## config.mk

```make
export PLATFORM = sky130hd
export DESIGN_NAME = alu_issue
export DESIGN_NICKNAME = d
export VERILOG_FILES = /design/src/rtl/alu_issue.sv
export SDC_FILE = /design/constraint.sdc
export NUM_CORES = 1
export LEC_CHECK = 0
export CAP_MARGIN = 20
export CORE_MARGIN = 2
export CORE_UTILIZATION = 25
export DETAILED_ROUTE_END_ITERATION = 12
export PLACE_DENSITY_LB_ADDON = 0.1
export SKIP_LAST_GASP = 1
export SLEW_MARGIN = 20
export SYNTH_ARGS = -nofsm -noshare
export SYNTH_HDL_FRONTEND = slang
export SYNTH_SLANG_ARGS = --single-unit
```

## constraint.sdc

```tcl
create_clock -name clk -period 3.4 [get_ports clk]
set_clock_uncertainty 0.1 [all_clocks]
set_input_delay 0.85 -clock clk [delete_from_list [all_inputs] [get_ports clk]]
set_output_delay 0.85 -clock clk [all_outputs]
set_load 0.01 [all_outputs]
```

## src/rtl/alu_issue.sv

```systemverilog
// ============================================================================
// alu_issue : RV32I ALU decode-and-issue stage with a 2-entry skid buffer
// Revision  : 1.0
// ============================================================================
`default_nettype none

module alu_issue #(
    parameter int XLEN  = 32,
    parameter int CNT_W = 16
) (
    input  logic             clk,
    input  logic             rst,
    input  logic             in_valid,
    output logic             in_ready,
    input  logic [31:0]      in_instr,
    input  logic [XLEN-1:0]  in_rs1_val,
    input  logic [XLEN-1:0]  in_rs2_val,
    output logic             out_valid,
    input  logic             out_ready,
    output logic [XLEN-1:0]  out_a,
    output logic [XLEN-1:0]  out_b,
    output logic [2:0]       out_alu_control,
    output logic [4:0]       out_rd,
    output logic             out_illegal,
    output logic [CNT_W-1:0] illegal_count
);

    localparam int ENTRY_W = 2*XLEN + 3 + 5 + 1;

    typedef enum logic [1:0] {
        S_EMPTY = 2'd0,
        S_ONE   = 2'd1,
        S_TWO   = 2'd2
    } state_t;

    state_t             r_state;
    state_t             w_next;
    logic [ENTRY_W-1:0] r_head;
    logic [ENTRY_W-1:0] r_tail;
    logic [ENTRY_W-1:0] w_new;
    logic [CNT_W-1:0]   r_cnt;

    logic [6:0]      w_opcode;
    logic [2:0]      w_funct3;
    logic [6:0]      w_funct7;
    logic [XLEN-1:0] w_imm;
    logic [XLEN-1:0] w_b;
    logic [2:0]      w_ctrl;
    logic            w_ill;
    logic            w_push;
    logic            w_pop;
    logic            w_unused_rs1_field;

    assign w_opcode = in_instr[6:0];
    assign w_funct3 = in_instr[14:12];
    assign w_funct7 = in_instr[31:25];
    assign w_imm    = {{(XLEN-12){in_instr[31]}}, in_instr[31:20]};
    // Register indices are resolved upstream; only the operand values matter here.
    assign w_unused_rs1_field = ^in_instr[19:15];

    always_comb begin
        w_ctrl = 3'b111;
        w_b    = in_rs2_val;
        w_ill  = 1'b1;
        case (w_opcode)
            7'b0110011: begin
                if (w_funct7 == 7'b0000000) begin
                    case (w_funct3)
                        3'b000:  begin w_ctrl = 3'b000; w_ill = 1'b0; end
                        3'b111:  begin w_ctrl = 3'b010; w_ill = 1'b0; end
                        3'b110:  begin w_ctrl = 3'b011; w_ill = 1'b0; end
                        default: ;
                    endcase
                end else if (w_funct7 == 7'b0100000 && w_funct3 == 3'b000) begin
                    w_ctrl = 3'b001;
                    w_ill  = 1'b0;
                end
            end
            7'b0010011: begin
                case (w_funct3)
                    3'b000:  begin w_ctrl = 3'b000; w_b = w_imm; w_ill = 1'b0; end
                    3'b111:  begin w_ctrl = 3'b010; w_b = w_imm; w_ill = 1'b0; end
                    3'b110:  begin w_ctrl = 3'b011; w_b = w_imm; w_ill = 1'b0; end
                    default: ;
                endcase
            end
            default: ;
        endcase
    end

    assign w_new     = {in_rs1_val, w_b, w_ctrl, in_instr[11:7], w_ill};
    assign in_ready  = (r_state != S_TWO);
    assign out_valid = (r_state != S_EMPTY);
    assign w_push    = in_valid & in_ready;
    assign w_pop     = out_valid & out_ready;

    assign {out_a, out_b, out_alu_control, out_rd, out_illegal} = r_head;
    assign illegal_count = r_cnt;

    always_comb begin
        w_next = r_state;
        case (r_state)
            S_EMPTY: if (w_push) w_next = S_ONE;
            S_ONE: begin
                if (w_push && !w_pop)      w_next = S_TWO;
                else if (!w_push && w_pop) w_next = S_EMPTY;
            end
            S_TWO:   if (w_pop) w_next = S_ONE;
            default: w_next = S_EMPTY;
        endcase
    end

    always_ff @(posedge clk) begin
        if (rst) begin
            r_state <= S_EMPTY;
            r_head  <= '0;
            r_tail  <= '0;
            r_cnt   <= '0;
        end else begin
            r_state <= w_next;
            case (r_state)
                S_EMPTY: if (w_push) r_head <= w_new;
                S_ONE: begin
                    // Simultaneous push/pop replaces the head so the tail stays unused.
                    if (w_push && w_pop) r_head <= w_new;
                    else if (w_push)     r_tail <= w_new;
                end
                S_TWO:   if (w_pop) r_head <= r_tail;
                default: ;
            endcase
            if (w_push && w_ill && (r_cnt != {CNT_W{1'b1}}))
                r_cnt <= r_cnt + 1'b1;
        end
    end

endmodule

`default_nettype wire
```

======== Word level (Yosys, flattened, before mapping) ========
Cells that the tools add are included.
storage, ports and cells
  bits of input ports ..................... 100
  output and inout bits ................... 91
  register bits after elaboration ......... 164
  word-level logic and storage cells ...... 57
cells by class
  add/subtract/negate cells ............... 1
  bitwise logic cells ..................... 3
  reductions and logical operators ........ 17
  equality and inequality tests ........... 13
  muxes and demuxes ....................... 19
operator list
  kind                     count
  $mux W73                 3
  $pmux W73 S3             1
  $mux W32                 2
  $add A16 B1 Y16 const B  1
  $ne A16 B16 Y1 const B   1
  $eq A7 B6 Y1 const B     2
  $pmux W3 S3              1
  $mux W2                  4
  $ne A2 B2 Y1 const B     4
  $eq A7 B5 Y1 const B     1
  $logic_not A7 Y1         1
  $eq A3 B3 Y1 const B     2
  $logic_and A1 B1 Y1      6
  $mux W3                  2
  $pmux W2 S3              1
  $pmux W3 S2              1
  $reduce_and A3 Y1        2
  $reduce_and A4 Y1        1
  $logic_not A3 Y1         1
  $mux W1                  3
  $ne A3 B3 Y1 const B     1
  $reduce_bool A3 Y1       1
  $reduce_or A3 Y1         1
  $and A1 B1 Y1            2
  7 further kinds          8

======== Logic depth before layout (Yosys ltp) ========
Gate-level depths: netlist (run 1).
  depth in word-level cells ............... 7
  depth in mapped cells ................... 12
  gate-level depth less buffers ........... 10

======== Worst setup path before layout (run 1) ========
Ideal clock, no wire load.
  kind .................................... input-to-reg
  start point ............................. input port in_instr[25]
  end point ............................... register r_cnt[5] (netlist: illegal_count[5])
  arrival time ............................ 2.286 ns
  setup slack ............................. 0.891 ns
  data required time ...................... 3.177 ns
  setup time .............................. 0.123 ns
  stages .................................. 6
  buffers on the path ..................... 1
  cells stage by stage .................... or4_4 > o31ai_4 > a31o_2 > buf_6 > nor4_1 > mux2_1
on the way
  cells in the longest elaborated chain, start to end .. 7
  elaborated cells between the ends (all ways) .. 8
  those cells by class .................... 1 x eq/ne; 3 x mux; 4 x reduce/logical
ends and longest elaborated chain
  item                                 RTL line  RTL
  start: declaration                   15        input logic [31:0] in_instr,
  $eq A7 B6 Y1                         74        end else if (w_funct7 == 7'b0100000 && w_funct3 == 3'b000) begin
  $logic_and A1 B1 Y1                  74
  $mux W1                              74
  $mux W1 *                            67        if (w_funct7 == 7'b0000000) begin
  $pmux W1 S2 *                        65        case (w_opcode)
  $logic_and A1 B1 Y1 * (2 in series)  131       if (w_push && w_ill && (r_cnt != {CNT_W{1'b1}}))
  end signal: assignment               132       r_cnt <= r_cnt + 1'b1;
  end: declaration                     41        logic [CNT_W-1:0] r_cnt;
Every way passes the cells marked *; elsewhere a longest branch is shown, timed or not.
A chain may end at the register's enable or synchronous reset.

======== Worst setup path in the final report (run 1) ========
  start point ............................. register r_state[1]
  end point ............................... output port in_ready
on the way
  cells in the longest elaborated chain, start to end .. 1
ends and longest elaborated chain
  item                      RTL line  RTL
  start: declaration        36        state_t r_state;
  start signal: assignment  120       r_state <= w_next;
  $ne A2 B2 Y1              92        assign in_ready = (r_state != S_TWO);
  end: declaration          14        output logic in_ready,
No other way between the ends.

==> impl_results.md, run 1 <==
* Post-Syn Area at 0.00690 sq mm
* Overflow after GRT at 0
* Total Wirelength at 22000 um
* Initial antenna violation count at 0
* Finished Layout Cells at 1387
* Max VDD drop at approximately 0.25 mV
* Pwr dens at 504 mW/mm^2
* Post-cts resize count at 0
* Top cells by area, synth: dfxtp_1 (48%), nand2_1 (10%), a21oi_1 (7.8%)
* Routability Congestion at between 0.7 and 0.8
* Number of global-route vias before repair at 6170
* Multi-input logic area at 0.00334 sq mm
* Vias at 6518
* Crit end category: output pin
* Clock sink count at 164
* First-pass GRT wire length at 34500 um
* Final worst slack at 0.655 ns
* RR Endpoint: r_head[38]
* Fin crit share at 80.7%
* Post-route DRC at 0
* Post-CTS Hold Buffers at 0
* Worst Setup Start Kind: register
* Post-synth EDFFs at 0
* Yosys warning count at 0
* Final Max Tran Viols at 0
* Place WS at around 0.21 ns
* CTS tree: done
* Die Y at 170 um
* Antenna Nets Post-Route at 0
* Crit path arrival time at 1.79 ns
* Post-synth top flop: dfxtp_1
* Slew @ Worst Pin at 0.771 ns
* Core area at around 0.027 sq mm
* Post-Synthesis Cells at 876
* Root Driver: clkbuf_16
* Status: completed
* Mapped Avg Cell Area at 7.87 sq um
* HPWL after DPL at 14200 um
* Vias per cell at 4.70
* Slowest stage delay, CP at roughly 0.54 ns
* Yosys reg bits at 164
* Worst-path maximum fanout at 8
* 1st-pass router iterations at 5
* Worst Path Required at roughly 2.5 ns
* Hold Crit Depth at 2
* Synth unique cells at 51
* Slew HR at 48.6%
* R2R depth at 11
* Initial core utilization at 25.5%
* Worst Path Buf+Inv at 2
* Area Overhead vs Synth at 41.9%
* Most frequent cells in the layout: nand2_1 (192), clkdlybuf4s50_1 (184), dfxtp_1 (164)
* Pleak at 0.00349 uW
* Reg area at about 0.0033 sq mm
* Fin. Hold Viols at 0
* Top-area cell type share of the netlist area at 47.6%
* RSZ-0062 raised after global routing: no
* Post-DR wirelength/cell at 15.8 um
* H-tree levels at 4
* Hold path start: r_head[21]
* Iteration-0 DRC Markers at approximately 270
* Leading area contributor after synthesis: dfxtp_1
* Worst-path clk slew at 0.07 ns
* R2R Path Start: r_state[1]
* HP Class: reg2reg
* Max frequency at around 360 MHz
* FP Rows at 60
* Diode count at 0
* Pin count of the biggest net entering global routing at 69
* Setup bufs post-CTS at 0
* Inst Count DP at between 1k and 1.5k
* Die width at about 170 um
* Hold endpoint: r_head[21]
* Crit-path cells: nor2b_4 -> inv_2 -> clkdlybuf4s50_1
* Syn Nets at 979
* Setup Viol. Count Final at 0
* Final min period at between 2 and 3 ns
* I/O pin total at 191
* CTS buffer count at 17
* Reg-to-reg slack, setup at 0.83 ns
* # port buffers at 185
* Fillers at 2879
* Setup CP Type: reg2out
* Worst path slowest cell: dfxtp_1
* Share of post-route cells with drive strength above 1 at 7.46%
* Clock Tree Buf Depth at 2
* Most common cell after layout, fill and taps aside: nand2_1
* Clk_lat worst skew at 0.43 ns
* Top Family by Delay on Critical Path: buffers and inverters
* Max cap viols at 0
* GRT Util Overall at ~15%
* Final nets at 1136
* Sequential element share of the synthesized area at between 40 and 50%
* Setup TNS at 0 ns
* Die area at a little under 0.03 sq mm
* Ys async rst share at 0%
* Final Power at 4930 uW
-- Yosys cell counts (all sizes together), types with 2 or more instances --
cell type / count
ha: 3
a311oi: 37
nor2: 98
a211oi: 6
or3: 5
o21a: 2
o31ai: 12
inv: 8
nand4: 3
a21o: 6
dfxtp: 164
mux2: 8
clkbuf: 56
nor3: 30
or2: 2
or4: 10
and2: 3
o21ai: 60
nor4: 4
nand3: 8
and3: 3
o221ai: 2
mux2i: 8
nand2: 192
nand2b: 5
a21oi: 107
nor2b: 4
and4: 2
buf: 15
o32ai: 2
-- metrics by stage --
step / hold WS [ns] / util, % / instance area (sq um)
global placement: 0.339 / 33.9 / 9180
finish: 0.353 / 36.2 / 9780
floorplan: 0.337 / - / 6900
global route: 0.373 / 36.2 / 9780
CTS: 0.355 / 36.2 / 9780
detailed placement: 0.344 / 33.9 / 9180
-- sequential cells by signal (all words and copies together), names as in the netlist --
| name | count |
|---|---|
| illegal_count | 16 |
| r_tail | 73 |
| r_state | 2 |
| r_head | 73 |
-- power breakdown --
part           switching, uW  internal, uW
combinational            382           394
clock                    897          1130
sequential              70.0          2060
-- cells by family (layout without fill, tap and decap cells) --
logic type      count (synthesis)  after routing  share of synthesized area (%)
fa+ha+maj                       3              3                          0.544
flops                         164            164                           47.6
compound gates                242            242                           21.5
mux                            16             16                           2.47
buf+inv                        79            249                           4.63
simple gates                  372            372                           23.2
-- area by class of cell --
cell class | count | share of cell area [%]
tap | 341 | 4.36
timing repair buffer | 209 | 21.4
inverter | 8 | 0.307
sequential | 164 | 33.6
clock inverter | 13 | 1.70
multi-input combinational | 633 | 34.2
clock buffer | 19 | 4.53
-- metal layers --
| layer | wire, um | global-route usage, % |
|---|---|---|
| met5 | 0 | 0 |
| met2 | 10500 | 24.9 |
| met3 | 948 | 3.28 |
| met4 | 157 | 3.86 |
| met1 | 10400 | 20.4 |
-- worst reg2reg max path, cell delays in order (launching register included) --
cell and delay [ns]:
dfxtp_1 0.54, nor2b_4 0.23, inv_2 0.06, nand2_1 0.11, inv_1 0.10, ha_1 0.20, mux2i_1 0.36, a2bb2oi_2 0.26
nor2_1 0.07, buf_4 0.23, o21ai_0 0.11, o21ai_0 0.09
-- worst max-delay path by stage --
stage / start / endpoint / cells past startpoint
4_1_cts: r_state[1] / in_ready / 3
3_5_place_dp: in_valid / r_head[1] / 9
5_1_grt: in_valid / r_head[1] / 9
6_report: r_state[1] / in_ready / 3
2_1_floorplan: in_instr[25] / illegal_count[5] / 6
3_3_place_gp: in_valid / r_head[68] / 9
(Power assumes the default switching activity.)
==> run 2: changes to the inputs <==
- clock period: 3.4 -> 2.7 ns (I/O delays scaled with it)
==> impl_results.md, run 2 (synthesis gave the netlist of run 1 again) <==
* Status: completed
* Top Family by Delay on Critical Path: buffers and inverters
* R2R depth at 6 (-5)
* Worst-path maximum fanout at 6 (-2)
* Pleak at 0.00367 uW (+5.0%)
* Overflow after GRT at 0 (unchanged)
* Crit path arrival time at 1.75 ns (-0.04 ns)
* Setup TNS at 0 ns (unchanged)
* Area Overhead vs Synth at 46.4%
* I/O pin total at 191 (unchanged)
* Hold_ws at 0.348 ns (-0.00460 ns)
* Worst Setup Start Kind: register
* Total Wirelength at 21900 um (-0.14%)
* Vias per cell at 4.69 (-0.24%)
* CTS tree: done
* Setup CP Type: reg2out
* RR Endpoint: illegal_count[5]
* Pwr dens at 606 mW/mm^2 (+20%)
* Final nets at 1166 (+2.6%)
* Most common cell after layout, fill and taps aside: nand2_1
* Pin count of the biggest net entering global routing at 66 (-4.3%)
* Die width at 170 um (unchanged)
* GRT Util Overall at 15.1% (-0.11 points)
* Worst-path clk slew at 0.06 ns (about the same)
* Slew HR at 51.7% (+3.1 points)
* Die Y at 170 um (unchanged)
* H-tree levels at 4 (unchanged)
* Worst path slowest cell: clkdlybuf4s50_1
* First-pass GRT wire length at 34400 um (-0.38%)
* Core area at 0.0270 sq mm (unchanged)
* Reg-to-reg slack, setup at 0.33 ns (-0.50 ns)
* HPWL after DPL at 14800 um (+3.9%)
* Clock Tree Buf Depth at 2 (unchanged)
* Vias at 6643 (+1.9%)
* Antenna Nets Post-Route at 0 (unchanged)
* R2R Path Start: illegal_count[0]
* Initial core utilization at 25.5% (unchanged)
* Crit end category: output pin
* Share of post-route cells with drive strength above 1 at 9.95% (+2.5 points)
* Post-cts resize count at 0 (unchanged)
* Clk_lat worst skew at 0.43 ns (about the same)
* Slew @ Worst Pin at 0.725 ns (-0.0458 ns)
* # port buffers at 185 (unchanged)
* 1st-pass router iterations at 4 (-1)
* Post-CTS Hold Buffers at 0 (unchanged)
* Worst Path Required at 1.92 ns (-0.53 ns)
* CTS buffer count at 17 (unchanged)
* Final Max Tran Viols at 0 (unchanged)
* Setup bufs post-CTS at 0 (unchanged)
* Post-DR wirelength/cell at 15.5 um (-2.3%)
* Max frequency at 396 MHz
* Iteration-0 DRC Markers at 325 (+19%)
* Root Driver: clkbuf_16
* Final min period at 2.52 ns
* Die area at 0.0289 sq mm (unchanged)
* Initial antenna violation count at 1 (+1)
* Fin crit share at between 90% and 100%
* Number of global-route vias before repair at 6290 (+1.9%)
* Slowest stage delay, CP at 0.63 ns (+0.09 ns)
* HP Class: reg2reg
* Most frequent cells in the layout: nand2_1 (192), clkdlybuf4s50_1 (184), dfxtp_1 (164)
* FP Rows at 60 (unchanged)
* Worst Path Buf+Inv at 3 (+1)
* Max cap viols at 0 (unchanged)
* Hold Crit Depth at 2 (unchanged)
* Post-route DRC at 0 (unchanged)
* Crit-path cells: buf_4 -> nor2b_4 -> inv_2 -> clkdlybuf4s50_1
* Max VDD drop at 0.363 mV (+46%)
* Routability Congestion at 0.733 (+0.84%)
* RSZ-0062 raised after global routing: no
* Setup Viol. Count Final at 0 (unchanged)
* Hold endpoint: r_head[40]
* Hold path start: r_head[40]
* Clock sink count at 164 (unchanged)
* Fin. Hold Viols at 0 (unchanged)
[run 2: cell count changes in the layout (fill, tap and decap cells not counted), sizes merged]
| cell | previous run | this run |
|---|---|---|
| buf | 25 | 55 |
| bufinv | 2 | 1 |
| clkinv | 4 | 5 |
| diode | 0 | 1 |
| inv | 13 | 12 |
[run 2: worst min-delay path: cells and delay by family, from the launching register on]
family / cells / cell delay (ns)
flip-flops: 1 / 0.31
AO/OA/AOI/OAI: 1 / 0.05
AND/OR/NAND/NOR: 1 / 0.05
[run 2: worst max-delay path by stage]
stage                           from               end  depth (start not counted)
finish                    r_state[1]          in_ready                          4
detailed placement      in_instr[25]  illegal_count[5]                          6
floorplan               in_instr[25]  illegal_count[5]                          6
CTS                       r_state[1]          in_ready                          4
global placement        in_instr[25]  illegal_count[5]                          6
global route        illegal_count[0]  illegal_count[0]                          7
[run 2: power by group]
part | total, uW | internal, uW | leakage [uW] | switching [uW]
clock | 2390 | 1310 | 0.000272 | 1080
combinational | 1040 | 549 | 0.00205 | 490
sequential | 2680 | 2590 | 0.00134 | 87.1
total | 6110 | 4450 | 0.00367 | 1660
[run 2: through the flow]
stage	util, %	worst slack [ns]	cell area [sq um]	total power, uW	instances
after floorplan	-	0.366	6900	3180	876
after global placement	35.2	-0.199	9530	3790	1385
after detailed placement	35.2	-0.211	9530	3790	1385
after CTS	37.3	0.155	10100	6250	1416
after global routing	37.3	0.0876	10100	6430	1417
final	37.3	0.178	10100	6110	1417
[run 2: metal layers]
layer / vias to the layer above / GRT usage, % / wire [um]
met5: - / 0 / 0
met1: 3061 / 19.9 / 10300
li1: 3428 / - / -
met2: 138 / 25.0 / 10400
met3: 16 / 3.30 / 1050
met4: 0 / 4.27 / 225
[run 2: cell type report]
cell class | instances | area (sq um)
fillers | 2891 | 16900
clock buffers | 19 | 443
multi-input cells | 633 | 3340
inverters | 8 | 30.0
flip-flops and latches | 164 | 3280
clock inverters | 12 | 123
repair buffers | 239 | 2440
well taps | 341 | 427
diodes | 1 | 2.50
==> run 3: changes to the inputs <==
- ABC_AREA: unset -> 1
==> impl_results.md, run 3 <==
* Slew HR at 38.6% (-13 points)
* Inst Count DP at 1558 (+12%)
* Leading area contributor after synthesis: dfxtp_1
* Place WS at 0.0594 ns (+0.271 ns)
* Pin count of the biggest net entering global routing at 73 (+11%)
* R2R depth at 11 (+5)
* Slew @ Worst Pin at 0.920 ns (+0.195 ns)
* Post-synth EDFFs at 0 (unchanged)
* First-pass GRT wire length at 37700 um (+9.7%)
* Clock share of power at 37.9% (-1.3 points)
* Die width at 175 um (+3.1%)
* HP Class: reg2reg
* Yosys warning count at 0 (unchanged)
* RSZ-0062 raised after global routing: no
* Logic pwr share at 18.9% (+1.9 points)
* GRT Util Overall at 15.4% (+0.24 points)
* Fin. Hold Viols at 0 (unchanged)
* Multi-input logic area at 0.00336 sq mm (+0.49%)
* # port buffers at 185 (unchanged)
* Count leader, synth: nand2_1
* Crit end category: output pin
* Finished Layout Cells at 1590 (+12%)
* Synth unique cells at 28 (-45%)
* Post-cts resize count at 0 (unchanged)
* Post-synth top flop: dfxtp_1
* Max frequency at 410 MHz (+3.3%)
* Most frequent cells in the layout: nand2_1 (269), clkdlybuf4s50_1 (185), dfxtp_1 (164)
* Share of post-route cells with drive strength above 1 at 5.97% (-4.0 points)
* Clock sink count at 164 (unchanged)
* Int Power at 4500 uW (+1.0%)
* Fin area at 0.0102 sq mm (+1.3%)
* Number of global-route vias before repair at 6757 (+7.4%)
* Setup Viol. Count Final at 0 (unchanged)
* Final worst slack at 0.258 ns (+0.0805 ns)
* Core area at 0.0288 sq mm (+6.5%)
* NetSw at 1870 uW (+13%)
* Yosys reg bits at 164 (unchanged)
* Post-CTS Hold Buffers at 0 (unchanged)
* H-tree levels at 4 (unchanged)
* Iteration-0 DRC Markers at 388 (+19%)
* Overflow after GRT at 0 (unchanged)
* Pwr dens at 623 mW/mm^2 (+2.8%)
* Fillers at 3084 (+6.7%)
* Post-route DRC at 0 (unchanged)
* Area Overhead vs Synth at 39.3%
* FP Rows at 62 (+3.3%)
* Initial core utilization at 25.5% (about the same)
* Initial antenna violation count at 0 (-1)
* I/O pin total at 191 (unchanged)
* Routability Congestion at 0.725 (-1.1%)
* Setup bufs post-CTS at 0 (unchanged)
* Final min period at 2.44 ns (-0.0805 ns)
* Post-DR wirelength/cell at 14.8 um (-4.0%)
* Pleak at 0.00432 uW (+18%)
* Worst-path maximum fanout at 6 (unchanged)
* Total Wirelength at 23600 um (+7.7%)
* Worst-path clk slew at 0.07 ns (about the same)
* Worst Setup Start Kind: register
* Switching Share at 29.4% (+2.2 points)
* 1st-pass router iterations at 5 (+1)
* Final nets at 1296 (+11%)
* HPWL after DPL at 14900 um (+1.1%)
* Status: completed
* Power share of the sequential group at 43.2% (-0.6 points)
* Post-Synthesis Cells at 1038 (+18%)
* Most common cell after layout, fill and taps aside: nand2_1
* Post-synth top cells: nand2_1 (269), dfxtp_1 (164), a21oi_1 (121)
* Vias at 7016 (+5.6%)
* CTS buffer count at 17 (unchanged)
* Die Y at 175 um (+3.1%)
* Top-area cell type share of the netlist area at 44.7% (-2.9 points)
* Root Driver: clkbuf_16
* Sequential element share of the synthesized area at 44.7% (-2.9 points)
* CTS tree: done
* Hold Crit Depth at 2 (unchanged)
* Max VDD drop at 0.376 mV (+3.5%)
* Placed Area at 0.00966 sq mm (+1.4%)
* Vias per cell at 4.41 (-5.9%)
* Clock Tree Buf Depth at 2 (unchanged)
* Syn Nets at 1141 (+17%)
* Reg area at 0.00328 sq mm (unchanged)
* Final Power at 6370 uW (+4.2%)
* Ys async rst share at 0% (unchanged)
* Mapped Avg Cell Area at 7.07 sq um (-10%)
* Diode count at 0 (-1)
* Crit path arrival time at 1.67 ns (-0.08 ns)
* Post-Syn Area at 0.00734 sq mm (+6.5%)
* Setup TNS at 0 ns (unchanged)
* Die area at 0.0307 sq mm (+6.3%)
* Fin crit share at 90.4% (-3.0 points)
* Clk_lat worst skew at 0.42 ns (about the same)
* Antenna Nets Post-Route at 0 (unchanged)
* Setup CP Type: reg2out
* Max cap viols at 0 (unchanged)
* Worst Path Required at 1.92 ns (about the same)
* Final Max Tran Viols at 0 (unchanged)
* Top cells by area, synth: dfxtp_1 (45%), nand2_1 (14%), a21oi_1 (8.2%)
run 3: final timing paths:
check                  start          to  slack (ns)
setup / recovery  r_state[0]   out_valid        0.26
hold / removal    r_tail[63]  r_tail[63]        0.34
setup reg to reg  r_state[1]   r_head[6]        0.68
hold reg to reg   r_tail[63]  r_tail[63]        0.34
run 3: per-layer routing:
layer / wire length, um / up-vias / GRT usage (%)
met5: 0 / - / 0
met4: 93 / 0 / 2.71
met3: 1270 / 4 / 4.31
met2: 10900 / 132 / 24.5
met1: 11400 / 3163 / 20.9
li1: - / 3717 / -
run 3: through the flow:
stage                     hold WS, ns  utilization [%]
after floorplan                 0.324                -
after global placement          0.331             33.6
after detailed placement        0.335             33.6
after CTS                       0.346             35.5
after global routing            0.368             35.5
final                           0.343             35.5
run 3: cells by family after synthesis:
| group | count (synthesis) | synth area share (%) |
|---|---|---|
| simple gates | 361 | 20.0 |
| compound gates | 333 | 24.5 |
| buf+inv | 173 | 9.75 |
| flops | 164 | 44.7 |
| xor+xnor | 4 | 0.477 |
| fa+ha+maj | 3 | 0.511 |
run 3: area by class of cell:
type	instances	share of cell area, %
Clock buffer	18	4.29
Clock inverter	14	1.27
Inverter	100	3.71
Multi-Input combinational cell	701	32.8
Sequential cell	164	32.1
Tap cell	384	4.70
Timing Repair Buffer	209	21.1
run 3: power by group through the flow:
stage / registers (uW) / clock network (uW) / logic, uW
floorplan: 2860 / 0 / 525
global placement: 2800 / 0 / 1230
detailed placement: 2800 / 0 / 1230
CTS: 2750 / 2510 / 1230
global route: 2780 / 2620 / 1340
finish: 2750 / 2410 / 1210
run 3: worst max-delay path, cell delays in order, from the launching register on:
cell,delay [ns]
dfxtp_1,0.50
nor2_1,0.12
inv_1,0.10
clkdlybuf4s50_1,0.54
